[config.mk]
export PLATFORM = sky130hd
export DESIGN_NAME = fpga_status_led_ctrl
export DESIGN_NICKNAME = d
export VERILOG_FILES = /design/src/rtl/fpga_led_pkg.sv /design/src/rtl/fpga_led_stretcher.sv /design/src/rtl/fpga_status_led_ctrl.sv
export SDC_FILE = /design/constraint.sdc
export NUM_CORES = 1
export LEC_CHECK = 0
export ABC_AREA = 1
export CORE_ASPECT_RATIO = 0.8
export CORE_MARGIN = 3
export CORE_UTILIZATION = 40
export DETAILED_ROUTE_END_ITERATION = 10
export HOLD_SLACK_MARGIN = 0.02
export SLEW_MARGIN = 20
export SYNTH_ARGS = -nofsm -noshare
export SYNTH_HDL_FRONTEND = slang
export SYNTH_SLANG_ARGS = --single-unit
[constraint.sdc]
create_clock -name clk_i -period 3.8 [get_ports clk_i]
set_input_delay 0.38 -clock clk_i [delete_from_list [all_inputs] [get_ports clk_i]]
set_output_delay 0.38 -clock clk_i [all_outputs]
set_load 0.02 [all_outputs]
[src/rtl/fpga_led_pkg.sv]
// -----------------------------------------------------------------------------
// fpga_led_pkg
// Shared types for the board-status LED driver: the per-channel mode encoding
// and its field width, imported by the top and the stretcher sub-module.
// -----------------------------------------------------------------------------
package fpga_led_pkg;

  localparam int LedModeW = 2;

  typedef enum logic [LedModeW-1:0] {
    LED_OFF     = 2'd0,
    LED_ON      = 2'd1,
    LED_BLINK   = 2'd2,
    LED_STRETCH = 2'd3
  } led_mode_e;

endpackage : fpga_led_pkg

[src/rtl/fpga_led_stretcher.sv]
// -----------------------------------------------------------------------------
// fpga_led_stretcher
// Widens single-cycle event strobes into pulses long enough to see on an LED.
// An event (re)loads the counter with STRETCH_CYCLES; otherwise it counts down
// to zero and holds there. While disabled the counter is held at zero, so a
// channel entering stretch mode always starts dark.
//
// Ports:
//   clk_i     system clock
//   rst_i     asynchronous active-high reset
//   en_i      channel is in stretch mode
//   event_i   single-cycle event strobe
//   active_o  next-state "lit" flag (next counter value != 0), combinational;
//             the top registers it into the LED drive
// -----------------------------------------------------------------------------
module fpga_led_stretcher #(
  parameter int unsigned STRETCH_CYCLES = 2**20
) (
  input  logic clk_i,
  input  logic rst_i,
  input  logic en_i,
  input  logic event_i,
  output logic active_o
);

  localparam int unsigned STRETCH_W = $clog2(STRETCH_CYCLES + 1);
  localparam logic [STRETCH_W-1:0] LoadVal = STRETCH_W'(STRETCH_CYCLES);

  logic [STRETCH_W-1:0] cnt_q, cnt_d;

  // NOTE: every signal assigned in always_comb gets a default first, so no
  // path through the block leaves it unassigned and no latch is inferred.
  always_comb begin
    cnt_d = cnt_q;
    if (!en_i) begin
      cnt_d = '0;
    end else if (event_i) begin
      // Reload wins over decrement, including on the last lit cycle.
      cnt_d = LoadVal;
    end else if (cnt_q != '0) begin
      cnt_d = cnt_q - STRETCH_W'(1);
    end
  end

  assign active_o = (cnt_d != '0);

  // NOTE: sequential state uses non-blocking assignments only, so every
  // register samples values from before the edge regardless of block order.
  always_ff @(posedge clk_i or posedge rst_i) begin
    if (rst_i) begin
      cnt_q <= '0;
    end else begin
      cnt_q <= cnt_d;
    end
  end

endmodule : fpga_led_stretcher

[src/rtl/fpga_status_led_ctrl.sv]
// -----------------------------------------------------------------------------
// fpga_status_led_ctrl
// Board-status LED driver. A shared free-running prescaler provides blink and
// heartbeat timing; each channel selects OFF / ON / BLINK / STRETCH; a sticky
// latch records the first program-exit strobe and shows pass (steady on) or
// fail (fast blink).
//
// Ports:
//   clk_i         system clock
//   rst_i         asynchronous active-high reset
//   mode_i        per-channel mode, channel i = mode_i[2i+1:2i]
//   phase_i       per-channel blink phase invert
//   event_i       per-channel single-cycle event strobe (stretch mode)
//   exit_valid_i  program-finished strobe/level
//   exit_value_i  bit 0 of the program exit value
//   led_o         registered LED drive, 1 = lit
//   heartbeat_o   prescaler MSB
//   exit_led_o    sticky exit indication
// -----------------------------------------------------------------------------
module fpga_status_led_ctrl
  import fpga_led_pkg::*;
#(
  parameter int unsigned NUM_LEDS       = 4,
  parameter int unsigned CNT_WIDTH      = 27,
  parameter int unsigned STRETCH_CYCLES = 2**20
) (
  input  logic                         clk_i,
  input  logic                         rst_i,
  input  logic [LedModeW*NUM_LEDS-1:0] mode_i,
  input  logic [NUM_LEDS-1:0]          phase_i,
  input  logic [NUM_LEDS-1:0]          event_i,
  input  logic                         exit_valid_i,
  input  logic                         exit_value_i,
  output logic [NUM_LEDS-1:0]          led_o,
  output logic                         heartbeat_o,
  output logic                         exit_led_o
);

  // Fast-blink tap for a failed exit: a quarter of the heartbeat period.
  localparam int unsigned ExitBit = (CNT_WIDTH >= 3) ? CNT_WIDTH - 3 : 0;

  logic [CNT_WIDTH-1:0] cnt_q;
  logic [NUM_LEDS-1:0]  led_q, led_d;
  logic [NUM_LEDS-1:0]  stretch_active;
  logic                 exit_latched_q, exit_value_q;
  led_mode_e            mode_ch [NUM_LEDS];

  for (genvar i = 0; i < NUM_LEDS; i++) begin : g_chan
    assign mode_ch[i] = led_mode_e'(mode_i[LedModeW*i +: LedModeW]);

    fpga_led_stretcher #(
      .STRETCH_CYCLES (STRETCH_CYCLES)
    ) u_stretcher (
      .clk_i    (clk_i),
      .rst_i    (rst_i),
      .en_i     (mode_ch[i] == LED_STRETCH),
      .event_i  (event_i[i]),
      .active_o (stretch_active[i])
    );
  end

  // Blink uses the pre-increment counter, so the channel output lags the
  // prescaler MSB by exactly the one register stage every mode shares.
  always_comb begin
    led_d = '0;
    for (int i = 0; i < NUM_LEDS; i++) begin
      unique case (mode_ch[i])
        LED_OFF:     led_d[i] = 1'b0;
        LED_ON:      led_d[i] = 1'b1;
        LED_BLINK:   led_d[i] = cnt_q[CNT_WIDTH-1] ^ phase_i[i];
        LED_STRETCH: led_d[i] = stretch_active[i];
        default:     led_d[i] = 1'b0;
      endcase
    end
  end

  always_ff @(posedge clk_i or posedge rst_i) begin
    if (rst_i) begin
      cnt_q          <= '0;
      led_q          <= '0;
      exit_latched_q <= 1'b0;
      exit_value_q   <= 1'b0;
    end else begin
      cnt_q <= cnt_q + CNT_WIDTH'(1);
      led_q <= led_d;
      // Only the first exit strobe after reset is captured.
      if (!exit_latched_q && exit_valid_i) begin
        exit_latched_q <= 1'b1;
        exit_value_q   <= exit_value_i;
      end
    end
  end

  assign led_o       = led_q;
  assign heartbeat_o = cnt_q[CNT_WIDTH-1];

  // Decoded straight from registers: pass = steady on, fail = fast blink.
  always_comb begin
    exit_led_o = 1'b0;
    if (exit_latched_q) begin
      exit_led_o = exit_value_q ? ~cnt_q[ExitBit] : 1'b1;
    end
  end

endmodule : fpga_status_led_ctrl

==> key figures <==
Status
  • Outcome: completed

Setup path
  • Crit. End Element: flop
  • Max incr delay on CP: 410 ps
  • Crit path cell chain: inv_1 > ha_1 > nand2_4 > nor2_8 > nand3_2 > nand2_1 > o21ai_0 > nand3_1 > nand2_1 > nor2_1 > nand3_1 > nand2_1 > inv_1
  • Critical path fanouts, max: 20
  • Most used cell, CP: nand2_1
  • Startpoint Class: flop
  • Highest-delay cell along the critical path: dfrtp_1
  • Worst EP arrival: 2570 ps
  • Critical path data required time: 4100 ps
  • Crit path kind: flop to flop

STA
  • Final setup violation count: 0
  • Headroom to the max-slew limit: 0.4527
  • Final worst clock skew: 8.961 ps
  • Max Slew Vio Count: 0
  • Setup_tns: 0 ps
  • Final hold violation count: 0
  • Tcrit/Tclk final: 0.5958
  • Setup repair after global routing missed its margin: false
  • Final min period: 2264 ps
  • Final WS setup: 1536 ps
  • Fmax: 441.7 MHz
  • Worst slew pin tran: 821.0 ps

Clocking
  • Sink Count: 117
  • Cts repair resizes: 0
  • Clock Path Buffers: 2
  • Setup Fix Bufs, Post-CTS: 0
  • CTS clock-pin slew for the worst setup and hold paths: 50 ps
  • Clock root buffer: clkbuf_16
  • TritonCTS clock tree: done
  • Hold_buf cts: 0
  • Inserted Clock Buffers: 17
  • H-tree level count: 4
  • Skew-Pair Late Insertion Delay: 410 ps

Cells and area
  • Most common cell after layout, fill and taps aside: nand2_1
  • Number of fill cells: 1697
  • Area growth syn-to-layout: 14.27%
  • Layout Nets: 1073
  • Share of layout cells above drive strength 1: 0.06339
  • Antenna cells: 0
  • Commonest non-fill, non-tap cells in the layout: nand2_1, inv_1, nor2_1

Placed design
  • Port bufs: 25
  • HPWL Detailed: 11.62 mm
  • DP Worst Slack: 1487 ps
  • RD Place Congestion: 0.8676

Global route
  • First-pass GRT wire length: 27.20 mm
  • Largest net degree at the start of global routing: 66
  • GRT Overall Usage: 0.1699
  • Grt ovf: 0
  • Antenna violations before repair: 0
  • Vias in the first global route: 5723

Floorplanning
  • Initial Util: 0.4117
  • Die W: 156.0 microns
  • Die area: 0.01965 sq mm
  • Chip height: 126.0 microns
  • I/O pins: 26
  • Core area: 0.01749 sq mm
  • Std-Cell Rows: 43

Detailed routing
  • DRC: 0
  • Via density: 4.843
  • Detailed-route via count: 6209
  • Post-DR wirelength/cell: 12.26 microns
  • Post-route ant nets: 0
  • WL final: 15.72 mm
  • Initial DRC Count: 349
  • Drt first pass iters: 4

Pwr
  • Leak: 0.004888 uW
  • Pwr Density: 961.5 mW/mm^2
  • Max VDD drop: 0.3859 mV

Flow run
  • # Max-Cap Violations: 0

Yosys
  • Synth warn: 0
  • Register area share after synthesis: 0.4067
  • Mapped Nets: 1040
  • Largest cells by area after synthesis: dfrtp_1, nand2_1, inv_1
  • Synth top area share: 0.4067
  • Syn Inst Count: 1015
  • Number of synthesized register bits: 117
  • Unique masters post-synth: 36
  • Netlist Area Pre-Place: 0.007198 sq mm
  • Avg Cell Area, Syn: 7.092 sq um
  • Largest area contributor in the netlist: dfrtp_1

Hold path
  • Tightest Hold Check Type: flop to flop
-- power by group --
part           switching [uW]  leakage, uW  total (uW)  internal, uW
Sequential                225      0.00158        1690          1470
Clock                     535     0.000270        1500           968
Combinational            3130      0.00304        4710          1580
Total                    3890      0.00489        7910          4020
-- cell type report --
class                   instances  area [sq um]  share of cell area
inverters                     188         708.2             0.08610
well taps                     225         281.5             0.03423
flip-flops and latches        117          2928              0.3559
clock inverters                 4         47.55            0.005780
repair buffers                 27         277.8             0.03377
clock buffers                  24         501.7             0.06100
multi-input cells             697          3481              0.4232
-- synthesized netlist by cell type --
master and number:
a21o_1 2, nor3_1 6, nand2_4 1, o21ai_0 6, nand3_2 3, nor2_4 5, nand4_1 57, o21ai_1 2
clkbuf_1 4, nand3_4 3, clkinv_1 5, nor2_1 162, nor2_2 14, a21oi_1 13, a31oi_1 1, dfrtp_1 117
nor3_4 1, xnor2_1 14, nand3b_1 14, nor2_8 1, nor4_1 2, o21bai_1 1, buf_2 4, ha_1 5
or2_2 2, nor4_2 1, nand2_1 246, and2_1 3, nand3_1 89, inv_1 183, buf_6 4, buf_1 1
nand2_2 6, o211ai_2 1, xor2_1 34, o21a_1 2
-- final timing paths --
check / startpoint / endpoint / slack, ps / cells after the start
worst max-delay path: g_chan[1].u_stretcher.cnt_q[0]$_DFF_PP0_ / led_o[1]$_DFF_PP0_ / 1540 / 13
max in group asynchronous: rst_i / cnt_q[20]$_DFF_PP0_ / 2520 / 3
worst max register to register: g_chan[1].u_stretcher.cnt_q[0]$_DFF_PP0_ / led_o[1]$_DFF_PP0_ / 1540 / 13
worst min-delay path: cnt_q[0]$_DFF_PP0_ / cnt_q[0]$_DFF_PP0_ / 460 / 1
min in group asynchronous: rst_i / g_chan[2].u_stretcher.cnt_q[9]$_DFF_PP0_ / 480 / 2
worst min register to register: cnt_q[0]$_DFF_PP0_ / cnt_q[0]$_DFF_PP0_ / 460 / 1
-- critical path: cells and delay by family (launching register included) --
kind / cells / cell delay, ps
adder cells (fa/ha/maj): 1 / 260
buffers and inverters: 2 / 120
AO/OA/AOI/OAI: 1 / 90
AND/OR/NAND/NOR: 9 / 1280
flip-flops: 1 / 410
-- cells by family after synthesis --
kind of cell	count (synthesis)	synth area share
xor+xnor	48	0.05841
flops	117	0.4067
fa+ha+maj	5	0.008691
buf+inv	201	0.1097
simple gates	616	0.3941
compound gates	28	0.02242
-- through the flow --
| stage | util | cell area [sq um] | hold slack [ps] | power (uW) | std cells |
|---|---|---|---|---|---|
| CTS | 0.4704 | 8225 | 460.5 | 7932 | 1282 |
| global route | 0.4704 | 8225 | 486.9 | 8785 | 1282 |
| global placement | 0.4390 | 7676 | 444.1 | 6347 | 1254 |
| floorplan | - | 7198 | 421.4 | 5606 | 1015 |
| finish | 0.4704 | 8225 | 462.4 | 7909 | 1282 |
| detailed placement | 0.4390 | 7676 | 454.0 | 6370 | 1254 |
-- layer usage --
| layer | vias to the layer above | global-route usage | routed length, microns |
|---|---|---|---|
| met5 | - | 0 | 0 |
| met4 | 0 | 0.05244 | 194 |
| met3 | 20 | 0.03263 | 550 |
| met2 | 105 | 0.2369 | 6519 |
| met1 | 2842 | 0.2641 | 8458 |
| li1 | 3242 | - | - |
-- sequential cells by signal (all words and copies together) (netlist names) --
name / flops
cnt_q: 27
exit_latched_q: 1
exit_value_q: 1
g_chan.u_stretcher.cnt_q: 84
led_o: 4
(Power assumes the default switching activity.)
